--- config.mk ---
export PLATFORM = sky130hd
export DESIGN_NAME = mem_sort_ctrl_flat
export DESIGN_NICKNAME = d
export VERILOG_FILES = /design/src/rtl/mem_sort_ctrl_pkg.sv /design/src/rtl/mem_sort_ctrl_if.sv /design/src/rtl/mem_sort_ctrl.sv /design/src/flat_wrapper.sv
export SDC_FILE = /design/constraint.sdc
export NUM_CORES = 1
export LEC_CHECK = 0
export ABC_AREA = 1
export CAP_MARGIN = 30
export CELL_PAD_IN_SITES_DETAIL_PLACEMENT = 1
export CELL_PAD_IN_SITES_GLOBAL_PLACEMENT = 2
export CORE_MARGIN = 10
export CORE_UTILIZATION = 30
export DETAILED_ROUTE_END_ITERATION = 16
export PLACE_DENSITY_LB_ADDON = 0.1
export RECOVER_POWER = 100
export SYNTH_ARGS = -nofsm -noshare
export SYNTH_HDL_FRONTEND = slang
export SYNTH_SLANG_ARGS = --single-unit
--- constraint.sdc ---
create_clock -name clk -period 5.5 [get_ports clk]
set_clock_uncertainty 0.1 [all_clocks]
set_input_delay 0.55 -clock clk [delete_from_list [all_inputs] [get_ports clk]]
set_output_delay 0.55 -clock clk [all_outputs]
set_load 0.005 [all_outputs]
--- src/rtl/mem_sort_ctrl_pkg.sv ---
// Shared types and default constants for the in-place bubble-sort memory sequencer.
package mem_sort_pkg;

    typedef enum logic [2:0] {
        ST_IDLE,
        ST_RD_A,
        ST_RD_B,
        ST_CMP,
        ST_WR_A,
        ST_WR_B,
        ST_DONE
    } sort_state_t;

    localparam int unsigned SORT_N_ELEM = 10;
    localparam int unsigned SORT_STRIDE = 8;
    localparam logic [63:0] SORT_BASE   = '0;

endpackage

--- src/rtl/mem_sort_ctrl_if.sv ---
// Data_Memory port bundle; the sorter drives it as master while busy.
interface mem_sort_ctrl_if;

    logic        Mem_Read;
    logic        Mem_Write;
    logic [63:0] Mem_Addr;
    logic [63:0] Write_Data;
    logic [63:0] Read_Data;

    modport master (
        output Mem_Read, Mem_Write, Mem_Addr, Write_Data,
        input  Read_Data
    );

    modport slave (
        input  Mem_Read, Mem_Write, Mem_Addr, Write_Data,
        output Read_Data
    );

endinterface

--- src/rtl/mem_sort_ctrl.sv ---
// Ascending unsigned in-place bubble sort of N_ELEM 64-bit words in Data_Memory,
// with early exit on a pass that performs no swap.
module mem_sort_ctrl
    import mem_sort_pkg::*;
#(
    parameter int unsigned N_ELEM    = SORT_N_ELEM,
    parameter logic [63:0] BASE_ADDR = SORT_BASE,
    parameter logic [63:0] STRIDE    = 64'(SORT_STRIDE),
    parameter int unsigned CNT_W     = 16
) (
    input  logic             clk,
    input  logic             reset,
    input  logic             start,
    output logic             busy,
    output logic             done,
    output logic [CNT_W-1:0] swap_count,
    mem_sort_ctrl_if.master  mem
);

    localparam int unsigned IDX_W = (N_ELEM < 2) ? 1 : $clog2(N_ELEM);

    sort_state_t      r_state;
    logic [IDX_W-1:0] r_i;
    logic [IDX_W-1:0] r_j;
    logic [63:0]      r_a;
    logic [63:0]      r_b;
    logic             r_pass_swapped;
    logic [CNT_W-1:0] r_swap_count;

    logic [IDX_W:0]   w_j1;
    logic [IDX_W:0]   w_idx;
    logic [63:0]      w_addr;
    logic             w_last_cmp;
    logic             w_no_swap;
    logic             w_final_pass;

    assign w_j1  = {1'b0, r_j} + (IDX_W + 1)'(1);
    // One shared address adder: second operand of a pair sits at j+1.
    assign w_idx  = (r_state == ST_RD_B || r_state == ST_WR_B) ? w_j1 : {1'b0, r_j};
    assign w_addr = BASE_ADDR + 64'(w_idx) * STRIDE;

    assign w_last_cmp   = 32'(w_j1) >= (N_ELEM - 32'd1 - 32'(r_i));
    assign w_no_swap    = !r_pass_swapped && (r_state == ST_CMP);
    assign w_final_pass = 32'(r_i) == (N_ELEM - 32'd2);

    always_ff @(posedge clk) begin
        if (reset) begin
            r_state        <= ST_IDLE;
            r_i            <= '0;
            r_j            <= '0;
            r_a            <= '0;
            r_b            <= '0;
            r_pass_swapped <= 1'b0;
            r_swap_count   <= '0;
        end else begin
            case (r_state)
                ST_IDLE: begin
                    if (start) begin
                        r_i            <= '0;
                        r_j            <= '0;
                        r_pass_swapped <= 1'b0;
                        r_swap_count   <= '0;
                        r_state        <= (N_ELEM < 2) ? ST_DONE : ST_RD_A;
                    end
                end
                ST_RD_A: begin
                    r_a     <= mem.Read_Data;
                    r_state <= ST_RD_B;
                end
                ST_RD_B: begin
                    r_b     <= mem.Read_Data;
                    r_state <= ST_CMP;
                end
                ST_WR_A: r_state <= ST_WR_B;
                ST_CMP, ST_WR_B: begin
                    if (r_state == ST_CMP && r_a > r_b) begin
                        r_state <= ST_WR_A;
                    end else begin
                        if (r_state == ST_WR_B) begin
                            r_pass_swapped <= 1'b1;
                            if (r_swap_count != '1)
                                r_swap_count <= r_swap_count + CNT_W'(1);
                        end
                        // Later NBA to r_pass_swapped wins when a new pass opens.
                        if (!w_last_cmp) begin
                            r_j     <= w_j1[IDX_W-1:0];
                            r_state <= ST_RD_A;
                        end else if (w_no_swap || w_final_pass) begin
                            r_state <= ST_DONE;
                        end else begin
                            r_i            <= r_i + IDX_W'(1);
                            r_j            <= '0;
                            r_pass_swapped <= 1'b0;
                            r_state        <= ST_RD_A;
                        end
                    end
                end
                ST_DONE: r_state <= ST_IDLE;
                default: r_state <= ST_IDLE;
            endcase
        end
    end

    // Bus is forced idle while reset is high so an interrupted swap never commits its second write.
    always_comb begin
        mem.Mem_Read   = 1'b0;
        mem.Mem_Write  = 1'b0;
        mem.Mem_Addr   = '0;
        mem.Write_Data = '0;
        if (!reset) begin
            case (r_state)
                ST_RD_A, ST_RD_B: begin
                    mem.Mem_Read = 1'b1;
                    mem.Mem_Addr = w_addr;
                end
                ST_WR_A: begin
                    mem.Mem_Write  = 1'b1;
                    mem.Mem_Addr   = w_addr;
                    mem.Write_Data = r_b;
                end
                ST_WR_B: begin
                    mem.Mem_Write  = 1'b1;
                    mem.Mem_Addr   = w_addr;
                    mem.Write_Data = r_a;
                end
                default: ;
            endcase
        end
    end

    assign busy       = (r_state != ST_IDLE);
    assign done       = (r_state == ST_DONE);
    assign swap_count = r_swap_count;

endmodule

--- src/flat_wrapper.sv ---
// flat-port wrapper written by rule: the top's interface ports become plain ports
module mem_sort_ctrl_flat import mem_sort_pkg::*;
#(
    parameter int unsigned N_ELEM    = SORT_N_ELEM,
    parameter logic [63:0] BASE_ADDR = SORT_BASE,
    parameter logic [63:0] STRIDE    = 64'(SORT_STRIDE),
    parameter int unsigned CNT_W     = 16
)
  (clk, reset, start, busy, done, swap_count, mem_Mem_Read, mem_Mem_Write, mem_Mem_Addr, mem_Write_Data, mem_Read_Data);
  mem_sort_ctrl_if mem_i ();
  input  logic clk;
  input  logic reset;
  input  logic start;
  output logic busy;
  output logic done;
  output logic [CNT_W-1:0] swap_count;
  output wire logic [$bits(mem_i.Mem_Read)-1:0] mem_Mem_Read;
  output wire logic [$bits(mem_i.Mem_Write)-1:0] mem_Mem_Write;
  output wire logic [$bits(mem_i.Mem_Addr)-1:0] mem_Mem_Addr;
  output wire logic [$bits(mem_i.Write_Data)-1:0] mem_Write_Data;
  input wire logic [$bits(mem_i.Read_Data)-1:0] mem_Read_Data;
  assign mem_Mem_Read = mem_i.Mem_Read;
  assign mem_Mem_Write = mem_i.Mem_Write;
  assign mem_Mem_Addr = mem_i.Mem_Addr;
  assign mem_Write_Data = mem_i.Write_Data;
  assign mem_i.Read_Data = mem_Read_Data;
  mem_sort_ctrl #(.N_ELEM(N_ELEM), .BASE_ADDR(BASE_ADDR), .STRIDE(STRIDE), .CNT_W(CNT_W)) u_core (.clk(clk), .reset(reset), .start(start), .busy(busy), .done(done), .swap_count(swap_count), .mem(mem_i));
endmodule
==> flow_summary.ini, run 1 <==
[outcome]
status = finished with violations
violations = max-capacitance violations, max-slew violations

[logic_synthesis]
netlist_area_mm2 = 0.009345
synth.distinct_cells = 36
synth_warnings = 0
postSynth.asyncResetShare_pct = 0
yosysTopAreaCell = dfxtp_1
synth_top_area_share_pct = 33.42
yosysSeqAreaShare_pct = 33.42
ys_ff_latch = 156
synth_ff_type = dfxtp_1
synth_area_leaders = dfxtp_1 (33%), a21oi_1 (13%), ha_1 (9.9%), nand2_1 (7.4%), o21ai_0 (7.2%)
syn-mean-instance-area_um2 = 6.948
synthCells = 1345
synth-edff-count = 0

[sta]
min_period_ns = 4.592
postLayoutSetupSlackWorst_ns = 0.9083
finalSetupViolCount = 0
hold_ws_ns = 0.3660
rsz0062_at_grt = false
slew_violations = 180
clock.fmax_mhz = 217.8
min_period_over_period_pct = 83.49
tns_ns = 0
hold_viol = 0
slew_headroom_pct = -24.10
tightest_slew_ns = 1.861

[routing]
dr.pass1.iters = 4
vias = 8851
drt_iter0_drc = 282
vias_per_cell = 4.777
postRouteAntennaNets = 0
routedWlPerCell_um = 16.85
drc = 0
drt_wl_total_um = 31220

[clock_network]
clock-sinks = 156
cts_setup_buffers = 0
clockRootBuffer = clkbuf_16
clk_latency_ns = 0.43
cts_buffers = 17
cts.reportedPaths.clkPinSlew_ns = 0.06
clock_path_buffers = 2
htree_levels = 4
postCtsHoldBufs = 0
cts_tree = done
post_cts_resized = 0

[placement]
hpwl_um = 21690
placed_area_mm2 = 0.01094
dp_slack_ns = 1.753
io_buffers = 155
gp_congestion = 0.7593
place_inst = 1821

[pwr]
p_switching_mw = 1.066
power_leakage_nw = 4.673
p_sw_share_pct = 32.23
pwr-share-comb_pct = 22.6
internal_power_mw = 2.241
clockPowerShare_pct = 37.6
p_seq_share_pct = 39.9
power_density_mw_per_mm2 = 287.2
p_total_mw = 3.306
ir_worst_vdd_uv = 212.4

[global_route]
track_usage_pct = 16.05
grt_overflow_total = 0
grt_max_degree = 102
grt_pass1_wl_um = 50670
antenna_found_initial = 1
grt_pass1_vias = 9211

[critical_path]
cp-start-kind = register
crit_required_ns = 4.85
slowest_delay_ns = 1.09
worstPathArrival_ns = 3.94
cp_max_fo = 48
endpoint_kind = output port
rrSetupSlack_ns = 1.13
rr_worst_depth = 11
timing.rr.start = u_core.r_state[2]$_SDFFE_PP0P_
path_cells = inv_1 -> nor2_1 -> inv_2 -> nor2_4 -> buf_12 -> nor2_1 -> a211oi_1 -> dlygate4sd3_1
rr_endpoint = u_core.swap_count[0]$_SDFFE_PP0P_
critPathSlowestCell = dfxtp_1
crit_top_cell = nor2_1
crit_type = register to output port

[finish]
drive_gt1_share_pct = 3.706
seq_area_mm2 = 0.003123
syn_to_final_growth_pct = 23.20
fill_cells = 3855
multiInputGateArea_mm2 = 0.005004
final_cell_area_mm2 = 0.01151
diodes = 0
fin_nets = 1585
finish.utilization_pct = 37.54
final_cells = 1853

[floorplanning]
die_h_um = 196.5
rows = 64
ios = 215
core_mm2 = 0.03067
initial_core_util_pct = 30.47
die_x_um = 196.5
die_area_mm2 = 0.03861

[min_path]
hold_end = u_core.r_pass_swapped$_SDFFE_PP0P_
holdPathStages = 2
hold_start = u_core.r_pass_swapped$_SDFFE_PP0P_
holdCritPathClass = register to register

[run]
maxCapViolCount = 2
==> cells by family (layout without fill, tap and decap cells) <==
family / count (synthesis) / after routing / share of synthesized area (%)
AOI/OAI and AO/OA: 393 / 393 / 21.48
and+or+nand+nor: 385 / 385 / 18.03
buffers and inverters: 319 / 373 / 15.53
DFF: 156 / 156 / 33.42
adders and majority gates: 74 / 74 / 9.908
xor gates and xnor gates: 17 / 17 / 1.593
other: 1 / 59 / 0.04013
==> cell usage after synthesis, types with 5 or more instances <==
| cell | count |
|---|---|
| nand3_1 | 85 |
| buf_1 | 5 |
| o21ai_0 | 135 |
| xor2_1 | 13 |
| nor3_1 | 6 |
| clkbuf_1 | 68 |
| nor2_1 | 70 |
| nand2_1 | 185 |
| buf_2 | 5 |
| nand4_1 | 28 |
| dfxtp_1 | 156 |
| buf_4 | 60 |
| inv_1 | 174 |
| o21a_1 | 5 |
| ha_1 | 74 |
| a21oi_1 | 241 |
==> flip-flops by register name (all words and copies together), names as in the netlist <==
register	cells
u_core.r_a	64
u_core.r_b	64
u_core.r_i	4
u_core.r_j	4
u_core.r_pass_swapped	1
u_core.r_state	3
u_core.swap_count	16
==> layout make-up <==
class | count | area share (%)
inverter | 178 | 5.836
clock inverter | 9 | 0.9454
multi-input combinational | 928 | 43.46
timing repair buffer | 163 | 14.01
tap | 396 | 4.303
clock buffer | 23 | 4.325
sequential | 156 | 27.12
==> worst max-delay path, delay by kind of cell, from the launching register on <==
family | cells | cell delay, ns
buf+inv | 4 | 1.26
simple gates | 3 | 0.85
compound gates | 1 | 0.29
flops | 1 | 1.09
==> how the worst max path moves through the flow <==
stage | startpoint | slack, ns | end | cells past startpoint
2_1_floorplan | u_core.r_i[1]$_SDFFE_PP0P_ | 3.33 | u_core.r_j[1]$_SDFFE_PP0P_ | 13
3_3_place_gp | u_core.r_state[2]$_SDFFE_PP0P_ | 1.78 | u_core.swap_count[15]$_SDFFE_PP0P_ | 11
3_5_place_dp | u_core.r_state[2]$_SDFFE_PP0P_ | 1.75 | u_core.swap_count[15]$_SDFFE_PP0P_ | 11
4_1_cts | u_core.r_state[2]$_SDFFE_PP0P_ | 1.35 | mem_Mem_Addr[5] | 7
5_1_grt | u_core.r_state[2]$_SDFFE_PP0P_ | 0.60 | mem_Mem_Addr[6] | 9
6_report | u_core.r_state[2]$_SDFFE_PP0P_ | 0.91 | mem_Mem_Addr[4] | 8
==> power groups by stage <==
stage	Clock (mW)	Combinational (mW)	Sequential [mW]
2_1_floorplan	0	0.555	1.32
3_3_place_gp	0	0.749	1.34
3_5_place_dp	0	0.760	1.34
4_1_cts	1.29	0.766	1.32
5_1_grt	1.33	0.881	1.33
6_report	1.24	0.746	1.32
==> per-layer routing <==
metal  vias up  wire length [µm]  GRT usage (%)
met5         -                13              0
met4         2               331          3.733
met3        19              1442          3.734
met1      4188             14410          20.02
li1       4515                 -              -
met2       127             15020          27.37
==> cell usage in the layout (no fill, tap or decap), types with 2 or more instances in the layout <==
master / Yosys / layout
a211oi_1: 2 / 2
a21oi_1: 241 / 241
buf_4: 60 / 5
bufinv_16: 0 / 2
clkbuf_1: 68 / 2
clkbuf_16: 0 / 17
clkbuf_2: 0 / 2
clkbuf_8: 0 / 5
clkdlybuf4s50_1: 0 / 71
clkinv_2: 0 / 3
clkinv_4: 0 / 2
conb_1: 1 / 59
dfxtp_1: 156 / 156
dlygate4sd3_1: 0 / 83
ha_1: 74 / 74
inv_1: 174 / 173
inv_2: 4 / 3
nand2_1: 185 / 185
nand3_1: 85 / 85
nand3_2: 3 / 2
nand4_1: 28 / 28
nor2_1: 70 / 69
nor2_4: 0 / 2
nor3_1: 6 / 7
nor3_2: 3 / 2
o211ai_1: 2 / 2
o21a_1: 5 / 5
o21ai_0: 135 / 135
or2_1: 2 / 2
xnor2_1: 4 / 4
xor2_1: 13 / 13
(Power assumes the default switching activity.)
==> inputs of run 2 (changes only) <==
Settings changed: CORE_UTILIZATION 30 to 25.
Clock period 5.5 ns to 4 ns, I/O delays scaled along.
==> flow_summary.ini, run 2 (synthesized netlist as in run 1, its figures left out) <==
[routing]
vias_per_cell = 4.602
dr.pass1.iters = 4
drt_wl_total_um = 33690
postRouteAntennaNets = 0
routedWlPerCell_um = 17.43
drt_iter0_drc = 315
drc = 0
vias = 8895

[floorplanning]
die_h_um = 213.3
ios = 215
die_x_um = 213.3
initial_core_util_pct = 25.40
rows = 70
core_mm2 = 0.03679
die_area_mm2 = 0.04551

[pwr]
p_seq_share_pct = 38.7
p_switching_mw = 1.489
clockPowerShare_pct = 39.2
p_sw_share_pct = 31.60
power_density_mw_per_mm2 = 402.0
ir_worst_vdd_uv = 327.3
internal_power_mw = 3.223
pwr-share-comb_pct = 22.2
p_total_mw = 4.712
power_leakage_nw = 4.734

[placement]
place_inst = 1901
placed_area_mm2 = 0.01109
gp_congestion = 0.7386
hpwl_um = 23710
io_buffers = 155

[clock_network]
postCtsHoldBufs = 0
post_cts_resized = 0
cts_setup_buffers = 0
clockRootBuffer = clkbuf_16
clock-sinks = 156
clk_latency_ns = 0.44
cts_tree = done
cts.reportedPaths.clkPinSlew_ns = 0.07
clock_path_buffers = 2
cts_buffers = 17
htree_levels = 4

[sta]
tns_ns = 0
rsz0062_at_grt = false
slew_headroom_pct = -22.10
slew_violations = 210
hold_viol = 0
finalSetupViolCount = 0
tightest_slew_ns = 1.832
clock.fmax_mhz = 296.8
min_period_over_period_pct = 84.22
min_period_ns = 3.369

[critical_path]
timing.rr.start = u_core.r_state[2]$_SDFFE_PP0P_
cp_max_fo = 26
slowest_delay_ns = 0.61
crit_top_cell = inv_1
cp_num_buf_inv = 4
rr_worst_depth = 6
crit_required_ns = 3.50
rrSetupSlack_ns = 0.81
path_cells = inv_1 -> nor2_1 -> inv_1 -> nor2_4 -> buf_4 -> nand2_1 -> a21oi_1 -> dlygate4sd3_1
cp_top_family = buffers and inverters
rr_endpoint = u_core.r_a[39]$_SDFFE_PP0P_
critPathSlowestCell = dlygate4sd3_1
cp-start-kind = register
worstPathArrival_ns = 2.87
endpoint_kind = output port
crit_type = register to output port

[finish]
diodes = 0
fill_cells = 4526
layout_common_cells = a21oi_1 (241), nand2_1 (186), inv_1 (174)
drive_gt1_share_pct = 4.096
final_cells = 1933
syn_to_final_growth_pct = 25.41
fin_nets = 1593
final_common_cell = a21oi_1
seq_area_mm2 = 0.003124
final_cell_area_mm2 = 0.01172
multiInputGateArea_mm2 = 0.005001

[run]
maxCapViolCount = 3

[min_path]
holdPathStages = 2
holdCritPathClass = input port to register
hold_start = reset
hold_end = u_core.r_j[2]$_SDFFE_PP0P_

[global_route]
grt_overflow_total = 0
track_usage_pct = 14.74
grt_pass1_vias = 8990
antenna_found_initial = 0
grt_max_degree = 92
grt_pass1_wl_um = 52320

[outcome]
status = finished with violations
violations = max-capacitance violations, max-slew violations
==> run 2: area by class of cell <==
cell class	count	share of cell area (%)
clock buffer	21	3.929
inverter	178	5.744
timing repair buffer	171	14.38
multi-input combinational	928	42.67
sequential	156	26.66
tap	468	4.996
clock inverter	11	1.623
==> run 2: worst max path at each step <==
stage,start,end,depth (start not counted)
5_1_grt,u_core.r_state[2]$_SDFFE_PP0P_,mem_Write_Data[0],8
3_3_place_gp,u_core.r_state[1]$_SDFFE_PP0P_,mem_Mem_Addr[4],7
2_1_floorplan,u_core.r_i[1]$_SDFFE_PP0P_,u_core.r_j[1]$_SDFFE_PP0P_,13
4_1_cts,u_core.r_state[2]$_SDFFE_PP0P_,mem_Write_Data[0],8
6_report,u_core.r_state[2]$_SDFFE_PP0P_,mem_Write_Data[0],8
3_5_place_dp,u_core.r_state[2]$_SDFFE_PP0P_,mem_Write_Data[0],8
==> run 2: per-stage QoR <==
stage                     utilization, %  hold WS, ns  worst slack [ns]
after global placement             30.15       0.3431             1.094
after CTS                          31.92       0.2341            0.5917
final                              31.86       0.2549            0.6311
after global routing               31.86       0.2481            0.3423
after floorplan                        -       0.3225             1.833
after detailed placement           30.15       0.3575             1.101
==> run 2: routing by layer <==
layer  GRT usage, %  routed length (µm)  vias to the layer above
li1               -                   -                     4535
met1          19.33               16310                     4236
met2          24.35               15930                      112
met3          2.906                1182                       12
met4          3.520                 266                        0
met5              0                   0                        -
==> run 2: power groups by stage <==
stage	combinational, mW	clock, mW	sequential [mW]
3_5_place_dp	1.07	0	1.86
4_1_cts	1.08	1.92	1.82
2_1_floorplan	0.763	0	1.81
6_report	1.04	1.85	1.82
5_1_grt	1.22	1.98	1.84
3_3_place_gp	1.06	0	1.86
